<file path="config.mk">
export PLATFORM = sky130hd
export DESIGN_NAME = spi_ram_sender
export DESIGN_NICKNAME = d
export VERILOG_FILES = /design/src/rtl/spi_ram_pkg.sv /design/src/rtl/spi_ram_sclk_gen.sv /design/src/rtl/spi_ram_sender.sv
export SDC_FILE = /design/constraint.sdc
export NUM_CORES = 1
export LEC_CHECK = 0
export CAP_MARGIN = 20
export CELL_PAD_IN_SITES_DETAIL_PLACEMENT = 0
export CELL_PAD_IN_SITES_GLOBAL_PLACEMENT = 2
export CORE_MARGIN = 10
export CORE_UTILIZATION = 33
export DETAILED_ROUTE_END_ITERATION = 10
export PLACE_DENSITY = 0.9
export SYNTH_ARGS = -nofsm -noshare
export SYNTH_HDL_FRONTEND = slang
export SYNTH_SLANG_ARGS = --single-unit
</file>
<file path="constraint.sdc">
create_clock -name i_clk -period 4.5 [get_ports i_clk]
set_clock_uncertainty 0.1 [all_clocks]
set_input_delay 1.125 -clock i_clk [delete_from_list [all_inputs] [get_ports i_clk]]
set_output_delay 1.125 -clock i_clk [all_outputs]
set_load 0.005 [all_outputs]
</file>
<file path="src/rtl/spi_ram_pkg.sv">
// Shared definitions for the SPI RAM sender: FSM state encoding, SPI mode and byte geometry.
package spi_ram_pkg;

   typedef struct packed {
      logic cpol;
      logic cpha;
   } spi_mode_t;

   localparam spi_mode_t   SPI_MODE      = '{cpol: 1'b0, cpha: 1'b0};
   localparam int unsigned BITS_PER_BYTE = 8;

   // ST_GAP is only reachable when the inter-byte gap option is built in.
   typedef enum logic [2:0] {
      ST_IDLE  = 3'd0,
      ST_FETCH = 3'd1,
      ST_LATCH = 3'd2,
      ST_SETUP = 3'd3,
      ST_SHIFT = 3'd4,
      ST_HOLD  = 3'd5,
      ST_DONE  = 3'd6,
      ST_GAP   = 3'd7
   } state_e;

endpackage

</file>
<file path="src/rtl/spi_ram_sclk_gen.sv">
// SCLK half-period timer: counts CLKDIV cycles while enabled, toggles SCLK when allowed,
// and flags the cycle before each SCLK rise/fall.
module spi_ram_sclk_gen
   import spi_ram_pkg::*;
#(
   parameter int unsigned CLKDIV = 2
) (
   input  logic i_clk,
   input  logic i_rst,
   input  logic i_en,
   input  logic i_toggle,
   output logic o_sclk,
   output logic o_tick_c,
   output logic o_rise_c,
   output logic o_fall_c
);

   localparam int unsigned CW      = (CLKDIV > 1) ? $clog2(CLKDIV) : 1;
   localparam logic [CW-1:0] CNT_MAX = CW'(CLKDIV - 1);

   logic [CW-1:0] cnt_q, cnt_d;
   logic          sclk_q, sclk_d;

   assign o_tick_c = i_en & (cnt_q == CNT_MAX);
   assign o_rise_c = o_tick_c & i_toggle & (sclk_q == SPI_MODE.cpol);
   assign o_fall_c = o_tick_c & i_toggle & (sclk_q != SPI_MODE.cpol);
   assign o_sclk   = sclk_q;

   // Disabled: counter parked at zero and SCLK at its idle level.
   always_comb begin
      cnt_d  = '0;
      sclk_d = SPI_MODE.cpol;
      if (i_en) begin
         cnt_d  = o_tick_c ? '0 : cnt_q + CW'(1);
         sclk_d = (o_tick_c & i_toggle) ? ~sclk_q : sclk_q;
      end
   end

   always_ff @(posedge i_clk) begin
      if (i_rst) begin
         cnt_q  <= '0;
         sclk_q <= SPI_MODE.cpol;
      end else begin
         cnt_q  <= cnt_d;
         sclk_q <= sclk_d;
      end
   end

endmodule

</file>
<file path="src/rtl/spi_ram_sender.sv">
// SPI mode-0 master that streams i_len bytes from a source SRAM in one CS frame, MSB first.
// Build option SPI_RAM_SENDER_GAP_EN inserts 2*CLKDIV idle SCLK-low cycles between bytes.
module spi_ram_sender
   import spi_ram_pkg::*;
#(
   parameter int unsigned AW     = 10,
   parameter int unsigned CLKDIV = 2
) (
   input  logic          i_clk,
   input  logic          i_rst,
   input  logic          i_start,
   input  logic [AW:0]   i_len,
   output logic          o_busy,
   output logic          o_done,
   output logic [AW-1:0] o_sram_raddr,
   output logic          o_sram_ren,
   input  logic [7:0]    i_sram_rdata,
   output logic          o_sclk,
   output logic          o_cs_n,
   output logic          o_mosi
);

   localparam int unsigned BW      = $clog2(BITS_PER_BYTE + 1);
   localparam logic [AW:0] MAX_LEN = {1'b1, {AW{1'b0}}};

   state_e          state_q, state_d;
   logic [AW-1:0]   addr_q, addr_d;
   logic [AW:0]     rem_q, rem_d;
   logic [7:0]      shreg_q, shreg_d;
   logic [BW-1:0]   bit_q, bit_d;
   logic            first_q, first_d;
   logic            cs_n_q, cs_n_d;
   logic            ren_q, ren_d;
   logic            busy_q, busy_d;
   logic            done_q, done_d;

`ifdef SPI_RAM_SENDER_GAP_EN
   localparam int unsigned GAP_LEN = 2 * CLKDIV;
   localparam int unsigned GW      = $clog2(GAP_LEN);
   logic [GW-1:0]   gap_q, gap_d;
`endif

   logic gen_en_c, gen_toggle_c, tick_c, rise_c, fall_c;

   assign gen_en_c     = (state_q == ST_SETUP) || (state_q == ST_SHIFT) || (state_q == ST_HOLD);
   assign gen_toggle_c = (state_q == ST_SHIFT);

   spi_ram_sclk_gen #(
      .CLKDIV (CLKDIV)
   ) u_sclk_gen (
      .i_clk    (i_clk),
      .i_rst    (i_rst),
      .i_en     (gen_en_c),
      .i_toggle (gen_toggle_c),
      .o_sclk   (o_sclk),
      .o_tick_c (tick_c),
      .o_rise_c (rise_c),
      .o_fall_c (fall_c)
   );

   assign o_busy       = busy_q;
   assign o_done       = done_q;
   assign o_sram_raddr = addr_q;
   assign o_sram_ren   = ren_q;
   assign o_cs_n       = cs_n_q;
   assign o_mosi       = shreg_q[7];

   // Next-state and registered-output logic.
   always_comb begin
      state_d = state_q;
      addr_d  = addr_q;
      rem_d   = rem_q;
      shreg_d = shreg_q;
      bit_d   = bit_q;
      first_d = first_q;
      cs_n_d  = cs_n_q;
      done_d  = 1'b0;
`ifdef SPI_RAM_SENDER_GAP_EN
      gap_d   = gap_q;
`endif

      case (state_q)
         ST_IDLE: begin
            if (i_start) begin
               if (i_len == '0) begin
                  done_d = 1'b1;
               end else begin
                  state_d = ST_FETCH;
                  addr_d  = '0;
                  rem_d   = (i_len > MAX_LEN) ? MAX_LEN : i_len;
                  first_d = 1'b1;
               end
            end
         end
         ST_FETCH: state_d = ST_LATCH;
         ST_LATCH: begin
            shreg_d = i_sram_rdata;
            bit_d   = '0;
            first_d = 1'b0;
            state_d = first_q ? ST_SETUP : ST_SHIFT;
         end
         ST_SETUP: begin
            if (tick_c) state_d = ST_SHIFT;
         end
         ST_SHIFT: begin
            if (rise_c) bit_d = bit_q + BW'(1);
            if (fall_c) begin
               shreg_d = {shreg_q[6:0], 1'b0};
               if (bit_q == BW'(BITS_PER_BYTE)) begin
                  rem_d = rem_q - (AW+1)'(1);
                  if (rem_q == (AW+1)'(1)) begin
                     state_d = ST_HOLD;
                     shreg_d = '0;
                  end else begin
                     // Address only advances when another byte follows, so a full-memory send never wraps.
                     addr_d = addr_q + AW'(1);
`ifdef SPI_RAM_SENDER_GAP_EN
                     state_d = ST_GAP;
                     gap_d   = '0;
`else
                     state_d = ST_FETCH;
`endif
                  end
               end
            end
         end
         ST_HOLD: begin
            if (tick_c) state_d = ST_DONE;
         end
         ST_DONE: state_d = ST_IDLE;
         ST_GAP: begin
`ifdef SPI_RAM_SENDER_GAP_EN
            if (gap_q == GW'(GAP_LEN - 1)) state_d = ST_FETCH;
            else                           gap_d   = gap_q + GW'(1);
`else
            state_d = ST_IDLE;
`endif
         end
         default: state_d = ST_IDLE;
      endcase

      // CS drops entering SETUP and only rises leaving the frame, so it cannot glitch between bytes.
      if (state_d == ST_SETUP)                          cs_n_d = 1'b0;
      if ((state_d == ST_DONE) || (state_d == ST_IDLE)) cs_n_d = 1'b1;
      if (state_d == ST_DONE)                           done_d = 1'b1;
      ren_d  = (state_d == ST_FETCH);
      busy_d = (state_d != ST_IDLE);
   end

   always_ff @(posedge i_clk) begin
      if (i_rst) begin
         state_q <= ST_IDLE;
         addr_q  <= '0;
         rem_q   <= '0;
         shreg_q <= '0;
         bit_q   <= '0;
         first_q <= 1'b0;
         cs_n_q  <= 1'b1;
         ren_q   <= 1'b0;
         busy_q  <= 1'b0;
         done_q  <= 1'b0;
`ifdef SPI_RAM_SENDER_GAP_EN
         gap_q   <= '0;
`endif
      end else begin
         state_q <= state_d;
         addr_q  <= addr_d;
         rem_q   <= rem_d;
         shreg_q <= shreg_d;
         bit_q   <= bit_d;
         first_q <= first_d;
         cs_n_q  <= cs_n_d;
         ren_q   <= ren_d;
         busy_q  <= busy_d;
         done_q  <= done_d;
`ifdef SPI_RAM_SENDER_GAP_EN
         gap_q   <= gap_d;
`endif
      end
   end

endmodule

</file>
==> flow_metrics.py <==
metrics = {
    "placement": {
        "place_hpwl_um": 4410,
        "io_buffers": 37,
        "post-place-cells": 411,
        "gp_congestion": 0.772,
    },
    "pwr": {
        "clock_power_share": 0.345,
        "p_total_w": 0.000915,
        "switching_share": 0.282,
        "p_leak_nw": 0.971,
        "power.switching_w": 0.000258,
        "powerDensity_nw_per_um2": 319,
        "combPwrFrac": 0.193,
        "ir_worst_vdd_mv": 0.179,
        "power_frac_seq": 0.462,
        "internal_power_w": 0.000657,
    },
    "grt": {
        "grt_max_degree": 28,
        "grt-ovfl-total": 0,
        "antenna_found_initial": 0,
        "grt_pass1_wl_um": 10200,
        "grt_pass1_vias": 2134,
        "grt_use_total": 0.110,
    },
    "die": {
        "fp.coreArea_um2": 6790,
        "die_h_um": 104,
        "start_util": 0.339,
        "die_area_um2": 10700,
        "die_w_um": 104,
        "boundaryPins": 38,
        "rows": 30,
    },
    "final_layout": {
        "n_fill_cell": 677,
        "final-instance-count-excl-fill": 419,
        "syn_to_final_growth_pct": 24.3,
        "fin_nets": 349,
        "diodes": 0,
        "layout-drive-gt1-share": 0.0495,
    },
    "synth": {
        "post-synth-top-area-cell": "dfxtp_1",
        "synthArstFlopShare": 0,
        "synth_edf_count": 0,
        "synthCells": 291,
        "synth.most_common_cell": "dfxtp_1",
        "ys_ff_latch": 43,
        "synth_commonest_cells": "43 x dfxtp_1, 37 x nor2_1, 26 x a21oi_1, 20 x nand2_1, 14 x nand3_1",
        "yosys-top-cells-area": "dfxtp_1 37%, nor2_1 6.0%, a21oi_1 5.6%",
        "yosys.area.top_type_share": 0.374,
        "synth_cell_types": 52,
        "ys_seq_area_frac": 0.374,
        "avgSynthCellArea_um2": 7.92,
        "synth_fp_nets": 318,
        "yosysWarnings": 0,
        "synth_ff_type": "dfxtp_1",
        "netlist_area_um2": 2300,
    },
    "worst_hold_path": {
        "hp-start": "shreg_q[0]",
        "hp-class": "register to register",
        "hold_depth": 2,
    },
    "clock_network": {
        "post_cts_resized": 0,
        "cts_root_buf": "clkbuf_8",
        "cts_sinks": 43,
        "hold_buffers": 0,
        "htreeDepth": 2,
        "clkLatencyLatePin_ns": 0.29,
        "cts_made_buffers": 5,
        "cts_tree": "done",
        "post-cts-setup-buffers": 0,
        "cts_buffer_depth": 2,
        "path_clk_slew_ns": 0.08,
    },
    "worst_setup_path": {
        "cp_slowest_cell": "or4_1",
        "endpoint_kind": "register",
        "path_class": "input port to register",
        "reg2reg_from": "state_q[2]",
        "worstPathMaxFanout": 20,
        "crit_path_end": "o_sram_raddr[6]",
        "critPathLaunchType": "input port",
        "rr_endpoint": "o_sram_raddr[6]",
        "slowest_delay_ns": 0.70,
        "r2r_cells": 5,
        "worstPathArrival_ns": 3.64,
        "crit_start": "i_start",
        "required_ns": 4.63,
        "r2r_slack_ns": 1.64,
        "critical_path.cell_chain": "clkdlybuf4s50_1 -> nor4b_2 -> o21bai_4 -> nand4_1 -> or4_1 -> a21oi_1",
    },
    "timing": {
        "finalSetupViolations": 0,
        "finalHoldViolCount": 0,
        "relSlewSlack": 0.505,
        "worst_pin_slew_ns": 0.737,
        "period_needed_ns": 3.51,
        "post-route-period-util": 0.780,
        "hold_ws_ns": 0.359,
        "max_freq_mhz": 285,
        "drv_slew": 0,
        "rsz0062_at_grt": "false",
        "setup-tns-final_ns": 0,
    },
    "drt": {
        "drc": 0,
        "drt_iter0_drc": 115,
        "wl_per_cell_um": 14.8,
        "drt_wl_total_um": 6200,
        "dr.pass1.iters": 4,
        "vias_per_cell": 5.43,
        "detail-route-antenna-nets": 0,
        "vias": 2274,
    },
    "run_status": {
        "status": "completed",
    },
    "run": {
        "drv_cap": 0,
    },
}
## power groups by stage
stage | logic (W) | clock network, W | registers, W
6_report | 0.000177 | 0.000315 | 0.000423
4_1_cts | 0.000177 | 0.000323 | 0.000423
5_1_grt | 0.000199 | 0.000339 | 0.000427
3_3_place_gp | 0.000176 | 0 | 0.000432
2_1_floorplan | 0.000128 | 0 | 0.000421
3_5_place_dp | 0.000177 | 0 | 0.000432
## worst max-delay path: cells and delay by family
kind / cells / cell delay (ns)
buf+inv: 1 / 0.48
compound gates: 2 / 0.37
simple gates: 3 / 1.65
## layout by cell type (no fill, tap or decap), types with 3 or more instances in the layout
| cell type | n |
|---|---|
| a211oi_1 | 4 |
| a21oi_1 | 26 |
| a221oi_1 | 7 |
| a31oi_1 | 6 |
| a32oi_1 | 3 |
| and3_1 | 5 |
| buf_4 | 4 |
| clkbuf_8 | 6 |
| clkdlybuf4s50_1 | 37 |
| dfxtp_1 | 43 |
| ha_1 | 5 |
| inv_1 | 6 |
| nand2_1 | 20 |
| nand2b_1 | 6 |
| nand3_1 | 14 |
| nand4_1 | 9 |
| nor2_1 | 37 |
| nor2b_1 | 4 |
| nor3_1 | 12 |
| nor4_1 | 3 |
| o21a_1 | 3 |
| o21ai_1 | 10 |
| o31ai_1 | 4 |
| o32ai_1 | 3 |
| or3_1 | 6 |
| or4_1 | 5 |
## kinds of logic after synthesis
family                   synth area share
AND/OR/NAND/NOR                     0.306
AO/OA/AOI/OAI                       0.236
XOR/XNOR                           0.0114
adder cells (fa/ha/maj)            0.0271
buffers and inverters              0.0467
flip-flops                          0.374
## final cells by class
cell class              instances  area, µm²  area share
well taps                      96        120      0.0419
flip-flops and latches         43        861       0.300
multi-input cells             223       1340       0.466
repair buffers                 41        400       0.140
inverters                       8       30.0      0.0105
clock inverters                 2       35.0      0.0122
clock buffers                   6       82.6      0.0288
## routing by layer
layer / up-vias / routed length [µm] / global-route usage
met5: - / 0 / 0
met4: 0 / 63 / 0.0323
met3: 5 / 269 / 0.0310
met2: 42 / 2850 / 0.175
met1: 1079 / 3020 / 0.141
li1: 1148 / - / -
## stage by stage
stage / setup WS (ns) / instance area, µm² / utilization
finish: 0.988 / 2870 / 0.422
global route: 0.726 / 2870 / 0.422
CTS: 1.00 / 2870 / 0.422
detailed placement: 0.695 / 2750 / 0.404
global placement: 0.789 / 2750 / 0.404
floorplan: 1.85 / 2300 / -
## worst min-delay path by stage
| stage | endpoint | slack [ns] |
|---|---|---|
| final | shreg_q[0] | 0.36 |
| after global routing | shreg_q[0] | 0.39 |
| after CTS | shreg_q[0] | 0.36 |
| after detailed placement | shreg_q[0] | 0.35 |
| after global placement | shreg_q[0] | 0.34 |
| after floorplan | shreg_q[0] | 0.33 |
## flip-flops by register name (all words and copies together), names as in the netlist
register	cells
shreg_q	8
o_sram_ren	1
u_sclk_gen.cnt_q	1
o_done	1
o_cs_n	1
o_busy	1
u_sclk_gen.o_sclk	1
first_q	1
bit_q	4
rem_q	11
state_q	3
o_sram_raddr	10
Power figures use the tool's default switching activity.
